**config.mk**
```make
export PLATFORM = sky130hd
export DESIGN_NAME = queue_arb_ctrl
export DESIGN_NICKNAME = d
export VERILOG_FILES = /design/src/rtl/queue_arb_ctrl.sv
export SDC_FILE = /design/constraint.sdc
export NUM_CORES = 1
export LEC_CHECK = 0
export CORE_MARGIN = 2
export CORE_UTILIZATION = 30
export DETAILED_ROUTE_END_ITERATION = 10
export PLACE_DENSITY = 0.82
export SYNTH_ARGS = -nofsm -noshare
export SYNTH_HDL_FRONTEND = slang
export SYNTH_SLANG_ARGS = --single-unit
```
**constraint.sdc**
```tcl
create_clock -name clk -period 1.81 [get_ports clk]
set_clock_uncertainty 0.2 [all_clocks]
set_input_delay 0.181 -clock clk [delete_from_list [all_inputs] [get_ports clk]]
set_output_delay 0.181 -clock clk [all_outputs]
set_load 0.02 [all_outputs]
```
**src/rtl/queue_arb_ctrl.sv**
```systemverilog
// Two-producer round-robin arbiter in front of an external queue, plus a
// registered valid/ready consumer stage fed from the queue head.
module queue_arb_ctrl #(
    parameter  int M_WIDTH  = 8,
    parameter  int N_WIDTH  = 8,
    parameter  int Q_LENGTH = 16,
    localparam int DW       = M_WIDTH + N_WIDTH,
    localparam int CW       = $clog2(Q_LENGTH)
) (
    input  logic               clk,
    input  logic               clr,
    input  logic               req0,
    input  logic               req1,
    input  logic [DW-1:0]      data0,
    input  logic [DW-1:0]      data1,
    output logic               gnt0,
    output logic               gnt1,
    input  logic               q_full,
    input  logic               q_empty,
    input  logic [DW-1:0]      q_dout,
    output logic               q_wr,
    output logic               q_rd,
    output logic [M_WIDTH-1:0] q_m_din,
    output logic [N_WIDTH-1:0] q_n_din,
    output logic               q_clr,
    input  logic               flush,
    output logic               cons_vld,
    output logic [DW-1:0]      cons_data,
    input  logic               cons_rdy,
    output logic [CW-1:0]      count
);

    localparam logic [CW-1:0] CNT_MAX = CW'(Q_LENGTH - 1);

    logic          last_q,  last_d;
    logic [CW-1:0] count_q, count_d;
    logic          ovld_q,  ovld_d;
    logic [DW-1:0] odata_q, odata_d;

    logic          grant_ok;
    logic          gnt0_w;
    logic          gnt1_w;
    logic          wr_w;
    logic          rd_w;
    logic [DW-1:0] sel_data;

    // last=1 favours producer 0; the grant gating on clr keeps strobes quiet in reset.
    always_comb begin
        grant_ok = clr & ~q_full & ~flush;
        gnt0_w   = grant_ok & req0 & (last_q | ~req1);
        gnt1_w   = grant_ok & req1 & (~last_q | ~req0);
        wr_w     = gnt0_w | gnt1_w;
        rd_w     = clr & ~q_empty & ~flush & (~ovld_q | cons_rdy);
        sel_data = gnt0_w ? data0 : (gnt1_w ? data1 : '0);
    end

    assign gnt0      = gnt0_w;
    assign gnt1      = gnt1_w;
    assign q_wr      = wr_w;
    assign q_rd      = rd_w;
    assign q_m_din   = sel_data[DW-1:N_WIDTH];
    assign q_n_din   = sel_data[N_WIDTH-1:0];
    assign q_clr     = clr & ~flush;
    assign cons_vld  = ovld_q;
    assign cons_data = odata_q;
    assign count     = count_q;

    always_comb begin
        last_d  = last_q;
        count_d = count_q;
        ovld_d  = ovld_q;
        odata_d = odata_q;
        if (flush) begin
            last_d  = 1'b1;
            count_d = '0;
            ovld_d  = 1'b0;
        end else begin
            if (gnt0_w) begin
                last_d = 1'b0;
            end else if (gnt1_w) begin
                last_d = 1'b1;
            end
            // Saturating bounds make the counter immune to a misbehaving queue.
            if (wr_w && !rd_w && count_q != CNT_MAX) begin
                count_d = count_q + 1'b1;
            end else if (rd_w && !wr_w && count_q != '0) begin
                count_d = count_q - 1'b1;
            end
            if (rd_w) begin
                ovld_d  = 1'b1;
                odata_d = q_dout;
            end else if (ovld_q && cons_rdy) begin
                ovld_d  = 1'b0;
            end
        end
    end

    always_ff @(posedge clk or negedge clr) begin
        if (!clr) begin
            last_q  <= 1'b1;
            count_q <= '0;
            ovld_q  <= 1'b0;
            odata_q <= '0;
        end else begin
            last_q  <= last_d;
            count_q <= count_d;
            ovld_q  <= ovld_d;
            odata_q <= odata_d;
        end
    end

endmodule

```
After elaboration in Yosys (flattened, before gate mapping) --
Index checks and enable logic that the tools add are counted. Widths: inputs -> output; s select.
Word-level totals: register bits 22, bits in latches 0, memory bits (writable) 0, bits in read-only memories 0, bits of input ports 56, output and inout port bits 42, word-level logic and storage cells 51, memories 0
Operators by class: add/subtract/negate cells 2, $mul 0, divide/modulo/power cells 0, order comparisons 0, equal/unequal tests 1, shifts and indexed selects 0, mux-type cells 11, bitwise logic cells 21, reductions and logical operators 12
Operators with widths (count):
- $mux 16 | 2
- $mux 4 | 3
- $and 1x1->1 | 10
- $reduce_bool 3->1 | 3
- $not 1->1 | 7
- $mux 1 | 6
- $logic_and 1x1->1 | 5
- $add 4x1->4 const B | 1
- $ne 4x4->1 const B | 1
- $or 1x1->1 | 4
- $reduce_bool 4->1 | 1
- $sub 4x1->4 const B | 1
- $logic_not 1->1 | 2
- $reduce_and 2->1 | 1

Logic depth before layout (Yosys ltp) --
depth in word-level cells 12, gate-level depth with buffers 7, mapped depth without buffers 7

Worst setup path before layout --
OpenSTA, ideal clock, no wires.
kind reg2reg, start register ovld_q, in the netlist cons_vld, end register count_q[3], in the netlist count[3], library setup time 71 ps, arrival time 1761 ps, data required time 1539 ps, slack -222 ps, stages on the path, launching flop included 8, buffers on the path 0, clock period less this slack 2032 ps, cells stage by stage dfrtp_1 -> nor2b_2 -> o2111ai_2 -> ha_1 -> a21oi_1 -> nand2_1 -> a211o_1 -> nand4_1
On the way: longest elaborated chain between the ends 8, elaborated cells on any way between the ends 11
Ends and longest elaborated chain:
- start: declaration | line 37 | logic ovld_q, ovld_d;
- start signal: assignment | line 107 | ovld_q <= ovld_d;
- $not 1->1 * | line 53 | rd_w = clr & ~q_empty & ~flush & (~ovld_q | cons_rdy);
- $or 1x1->1 * | line 53
- $and 1x1->1 * | line 53
- $logic_not 1->1 | line 84 | if (wr_w && !rd_w && count_q != CNT_MAX) begin
- $logic_and 1x1->1 (2 in series) | line 84
- $mux 4 | line 84
- $mux 4 | line 73 | if (flush) begin
- end signal: assignment | line 106 | count_q <= count_d;
- end: declaration | line 36 | logic [CW-1:0] count_q, count_d;
Mark *: on every way between the ends. The rest lies on a longest branch, timed or not. A chain may end at the register's enable or synchronous reset.

Worst setup path after layout --
start register last_q, end output port q_n_din[7]
On the way: longest elaborated chain between the ends 5, elaborated cells on any way between the ends 7
Ends and longest elaborated chain:
- start: declaration | line 35 | logic last_q, last_d;
- start signal: assignment | line 105 | last_q <= last_d;
- $not 1->1 | line 51 | gnt1_w = grant_ok & req1 & (~last_q | ~req0);
- $or 1x1->1 | line 51
- $and 1x1->1 | line 51
- $mux 16 | line 54 | sel_data = gnt0_w ? data0 : (gnt1_w ? data1 : '0);
- $mux 16 * | line 54
- end: declaration | line 24 | output logic [N_WIDTH-1:0] q_n_din,
Marked as above.

==> metrics.txt <==
CP max stage delay 550 ps; syn_nets 165; measured slew at the worst slew-check pin 943 ps; vias per cell 4.96; largest family of logic cells by synthesized area multiplexers; Worst EP arrival 1550 ps; I/O pin cnt 98; CTS Sinks 22; Clock transition at path regs 90 ps; fin. max-slew vios 0; Startpoint Class flop; number of global-route vias before repair 1436; Pre-Repair DR Iteration Count 4; power share of the clock group 24.1%; share of cells above drive strength 1 39.2%; Hold Vio Cnt, Final 0; GR Util All Layers 17.3%; max cap viols 0; Critical Path RT 1430 ps; Synth Instances roughly 110; Power Internal 1.35 mW; Final period util 107%; initial antenna violation count 0; worst skew pair latency 260 ps; vias 1374; CP Capture Type output pin; fraction of synthesized area in multiplexers 16.6%; FMAX 518 MHz; asr flop ratio synth 100%; root buffer cell clkbuf_8; Min-Delay Path Class in -> async; DRT Wirelength about 4700 µm; leading cell type in the layout, fill and taps excluded clkdlybuf4s50_1; initial core utilization a little under a third; Final Core Density approximately 69%; slowest CP cell dfstp_2; wire per inst 16.9 µm; Synth Register Bits 22; die area ~4800 µm²; GRT overflow 0; ANT nets after route 0; Setup Viol. Count Final 24; Yosys top cell area share 41.4%; combinational power share 43.0%; largest net degree at the start of global routing 22; Die Span Y 69.0 µm; Yosys top cell by area dfrtp_1; Post-Synth XOR/XNOR Area 0.690%; sequential fraction of design power 32.9%; Filler Cell Count 302; failing checks setup timing; most frequent cells in the layout 70 x clkdlybuf4s50_1, 20 x buf_6, 16 x a22o_1, 16 x dfrtp_1; Main synth FF type dfrtp_1; H-tree depth 1; minimum clock period 1930 ps; unrepaired setup endpoints after global routing true; Synth Cell Area 1270 µm²; # port buffers 97; net switching share of the total power 29.0%; FP Rows 23; final setup margin -122 ps; CTS tree built; DRC viols 0; Avg Cell Area, Syn 12.0 µm²; Warnings, synthesis 0; crit-path cells nand2b_1 -> and3_4 -> buf_12 -> a22o_1 -> buf_6; Final nets roughly 290; detailed placement HPWL 3200 µm; Bufs on Longest Clock Path 2; Leakage approximately 1.3 nW; cell family with most CP delay flip-flops; Num CTS Buffers 3; Power Density 691 nW/µm²; Distinct cells, synth 33; Worst IR Drop VDD roughly 0.67 mV; status complete, but fails checks; number of diodes 0; final RePlAce weighted congestion 0.841; Synth-to-Final Area Change 118%; EDFF count, synth 0; WP buf/inv 2; Die X between 60 and 70 µm; DR iter-0 viols 27; Adder-Cell Fraction of Synth Area between 3 and 4%; P_sw 0.553 mW; Tot Pwr 1.91 mW; Simple-Gate Fraction of Synth Area 13.1%; post-synthesis compound-gate area fraction 15.8%; worst slack, placed -614 ps; first-pass GRT wire length 6700 µm; setup TNS -1740 ps; slew margin rel. 37.1%; core area 4030 µm²; Crit Path Category reg -> out; most area-consuming cells after synthesis dfrtp_1 41%, mux2_2 13%, a22o_1 11%; Critical Path Fanout Max 17; register area share after synthesis 43.5%
==> path summary, 6_finish.rpt <==
| check | from | slack (ps) | end | cells after the start |
|---|---|---|---|---|
| setup reg to reg | cons_vld$_DFFE_PN0P_ | -100 | count[1]$_DFFE_PN0P_ | 6 |
| hold / removal | clr | 10 | last_q$_DFFE_PN1P_ | 3 |
| min in group clk | req1 | 240 | last_q$_DFFE_PN1P_ | 3 |
| setup / recovery | last_q$_DFFE_PN1P_ | -120 | q_n_din[7] | 5 |
| max in group asynchronous | clr | 370 | count[1]$_DFFE_PN0P_ | 4 |
| hold reg to reg | cons_data[5]$_DFFE_PN0P_ | 310 | cons_data[5]$_DFFE_PN0P_ | 1 |
==> flip-flops by register name, summed over array words and instances, names as in the netlist <==
signal and flops:
last_q 1, cons_vld 1, cons_data 16, count 4
==> power by group through the flow <==
| stage | registers [mW] | clock network (mW) | logic [mW] |
|---|---|---|---|
| after floorplan | 0.744 | 0 | 0.195 |
| after global placement | 0.627 | 0 | 0.707 |
| after detailed placement | 0.630 | 0 | 0.721 |
| after CTS | 0.620 | 0.469 | 0.732 |
| after global routing | 0.639 | 0.494 | 0.865 |
| final | 0.628 | 0.460 | 0.820 |
==> tightest hold or removal path, cell delays in order <==
cell and delay, ps:
dlygate4sd2_1 240, buf_4 120, buf_4 100
==> through the flow <==
step                      cells  hold WS (ps)  instance area (µm²)
after detailed placement    268           279                 2450
after CTS                   273          19.4                 2560
final                       277          10.3                 2760
after global routing        277          25.6                 2760
after global placement      268           269                 2450
after floorplan             106          -315                 1310
==> cells by family (layout without fill, tap and decap cells) <==
logic type	after synthesis	count (layout)
adders and majority gates	3	3
DFF	22	22
xor gates and xnor gates	1	1
AOI/OAI and AO/OA	24	24
muxes	19	19
buffers and inverters	11	132
and+or+nand+nor	26	26
==> synth_stat cells, drive strengths merged (3+ instances only) <==
cell type and instances:
nor2b 4, dfrtp 21, and3 3, nand2 6
a21oi 4, buf 6, mux2i 3, nand3 3
inv 5, nand4 3, mux2 16, a22o 16
==> what timing repair did <==
item	in CTS	in global routing
cloned	0	3
pin swaps	7	14
hold buffers	1	0
setup buffers	1	1
endpoints found under the setup margin	41	61
resized for setup	110	35
hold endpoints to repair	21	0
==> per-layer routing <==
metal,up-vias,track usage (%),routed length [µm]
li1,637,-,-
met1,657,20.1,1910
met2,78,29.3,2270
met3,2,7.75,481
met4,0,3.70,21
met5,-,0,0
==> cell type report <==
cell class,instances,area [µm²],area share [%]
Inverter,5,21.3,0.770
Clock buffer,3,41.3,1.50
Multi-Input combinational cell,73,773,28.0
Sequential cell,22,558,20.2
Clock inverter,1,30.0,1.09
Timing Repair Buffer,123,1270,46.2
Tap cell,50,62.6,2.27
(Power assumes the default switching activity.)
==> RTL change: new RTL, config.mk and constraints unchanged <==
Put one more register stage on the output `count`, with the module's reset. The value now appears one clock later. The other outputs are not delayed to match.
--- a/src/rtl/queue_arb_ctrl.sv
+++ b/src/rtl/queue_arb_ctrl.sv
@@ -63,7 +63,13 @@
     assign q_clr     = clr & ~flush;
     assign cons_vld  = ovld_q;
     assign cons_data = odata_q;
-    assign count     = count_q;
+    always_ff @(posedge clk or negedge clr) begin
+        if (!clr) begin
+            count <= '0;
+        end else begin
+            count <= count_q;
+        end
+    end
 
     always_comb begin
         last_d  = last_q;
Function: changed (a bounded check fails within 4 cycles, from zero or initial values).
==> RTL change against the original RTL <==
Setup slack got worse by 0.034 ns. Synthesized area rose by 7.9%. Sequential cell count rose by 4. Critical path depth rose by 2. Core utilization fell by 3.8 points. Register-to-register slack got worse by 0.06 ns. Largest cell class unchanged. Largest power group unchanged. Wire length rose by 0.28%. Global-route usage fell by 0.90 points. Cell area rose by 2.8%. The flow finishes with violations (hold timing, setup timing). Total power rose by 5.8%. Critical endpoint is now count_q[2]$_DFFE_PN0P_. Final cell count rose by 2.2%.
==> RTL change: results <==
[outcome]
status = finished, violations left
violations = hold timing, setup timing

[global_route]
grt_usage = 0.164
grt_max_degree = 28
grt_first_pass_wirelength_um = 6610
gr-usage-met3 = 0.0577
grt_pass1_vias = 1384

[pwr]
power.leakage_nw = 1.27
irDropWorstVdd_v = 0.000900

[synth]
synth_nets = 169

[worst_setup_path]
endpoint = count_q[2]$_DFFE_PN0P_
crit_fanout = 4
cpPeakStageDelay_ns = 0.41
cp_slowest_cell = dfrtp_2
rr_worst_depth = 7
arrival_ns = 1.95
path_class = flip-flop to flip-flop

[cells_and_area]
drive_gt1_frac = 0.359
fin_nets = 291

[route]
wl_met3_um = 557
first_iter_violations = 34
wl_met2_um = 2390
routedWlPerCell_um = 16.6
met1_length_um = 1710

[place]
globalplace.congestion = 0.833
dp_hpwl_um = 3250

[sta]
fin_hold_ws_ns = -0.00651
setup-violations-final = 36
finalHoldViolations = 12
timing.final.ws_setup_ns = -0.155

[cts]
postCtsResizedCells = 117
## RTL change: cell types whose count changed after synthesis
| cell | unedited run | this run |
|---|---|---|
| dfrtp_1 | 21 | 25 |
## RTL change: per-stage QoR
step | cells | setup WS, ns | setup TNS [ns] | utilization | area, um2
final | 283 | -0.155 | -2.55 | 0.647 | 2840
after global routing | 283 | -0.219 | -4.43 | 0.647 | 2840
after CTS | 276 | -0.104 | -2.57 | 0.601 | 2640
after detailed placement | 273 | -0.621 | -20.51 | 0.584 | 2560
after global placement | 273 | -0.597 | -20.35 | 0.584 | 2560
after floorplan | 110 | -0.0498 | -0.0653 | - | 1410
## RTL change: power breakdown
group / switching, mW / internal (mW) / total, mW
logic: 0.332 / 0.473 / 0.805
registers: 0.0504 / 0.676 / 0.726
clock network: 0.192 / 0.296 / 0.488
total: 0.574 / 1.44 / 2.02
## RTL change: layout make-up
type | count | area (um2)
Tap cell | 52 | 65.1
Clock inverter | 1 | 30.0
Clock buffer | 3 | 41.3
Timing Repair Buffer | 123 | 1270
Inverter | 5 | 21.3
Sequential cell | 26 | 653
Fill cell | 348 | 1550
Multi-Input combinational cell | 73 | 754
## RTL change: worst max-delay path, delay by kind of cell, from the launching register on
| family | cells | cell delay, ns |
|---|---|---|
| buffers and inverters | 2 | 0.18 |
| DFF | 1 | 0.41 |
| and+or+nand+nor | 1 | 0.14 |
| xor gates and xnor gates | 1 | 0.16 |
| muxes | 1 | 0.19 |
| AOI/OAI and AO/OA | 1 | 0.27 |
| adders and majority gates | 1 | 0.33 |
## RTL change: cells by family after synthesis
family / Yosys count / synth area share
simple gates: 26 / 0.122
flops: 26 / 0.476
compound gates: 24 / 0.146
mux: 19 / 0.154
buf+inv: 11 / 0.0631
fa+ha+maj: 3 / 0.0329
xor+xnor: 1 / 0.00640
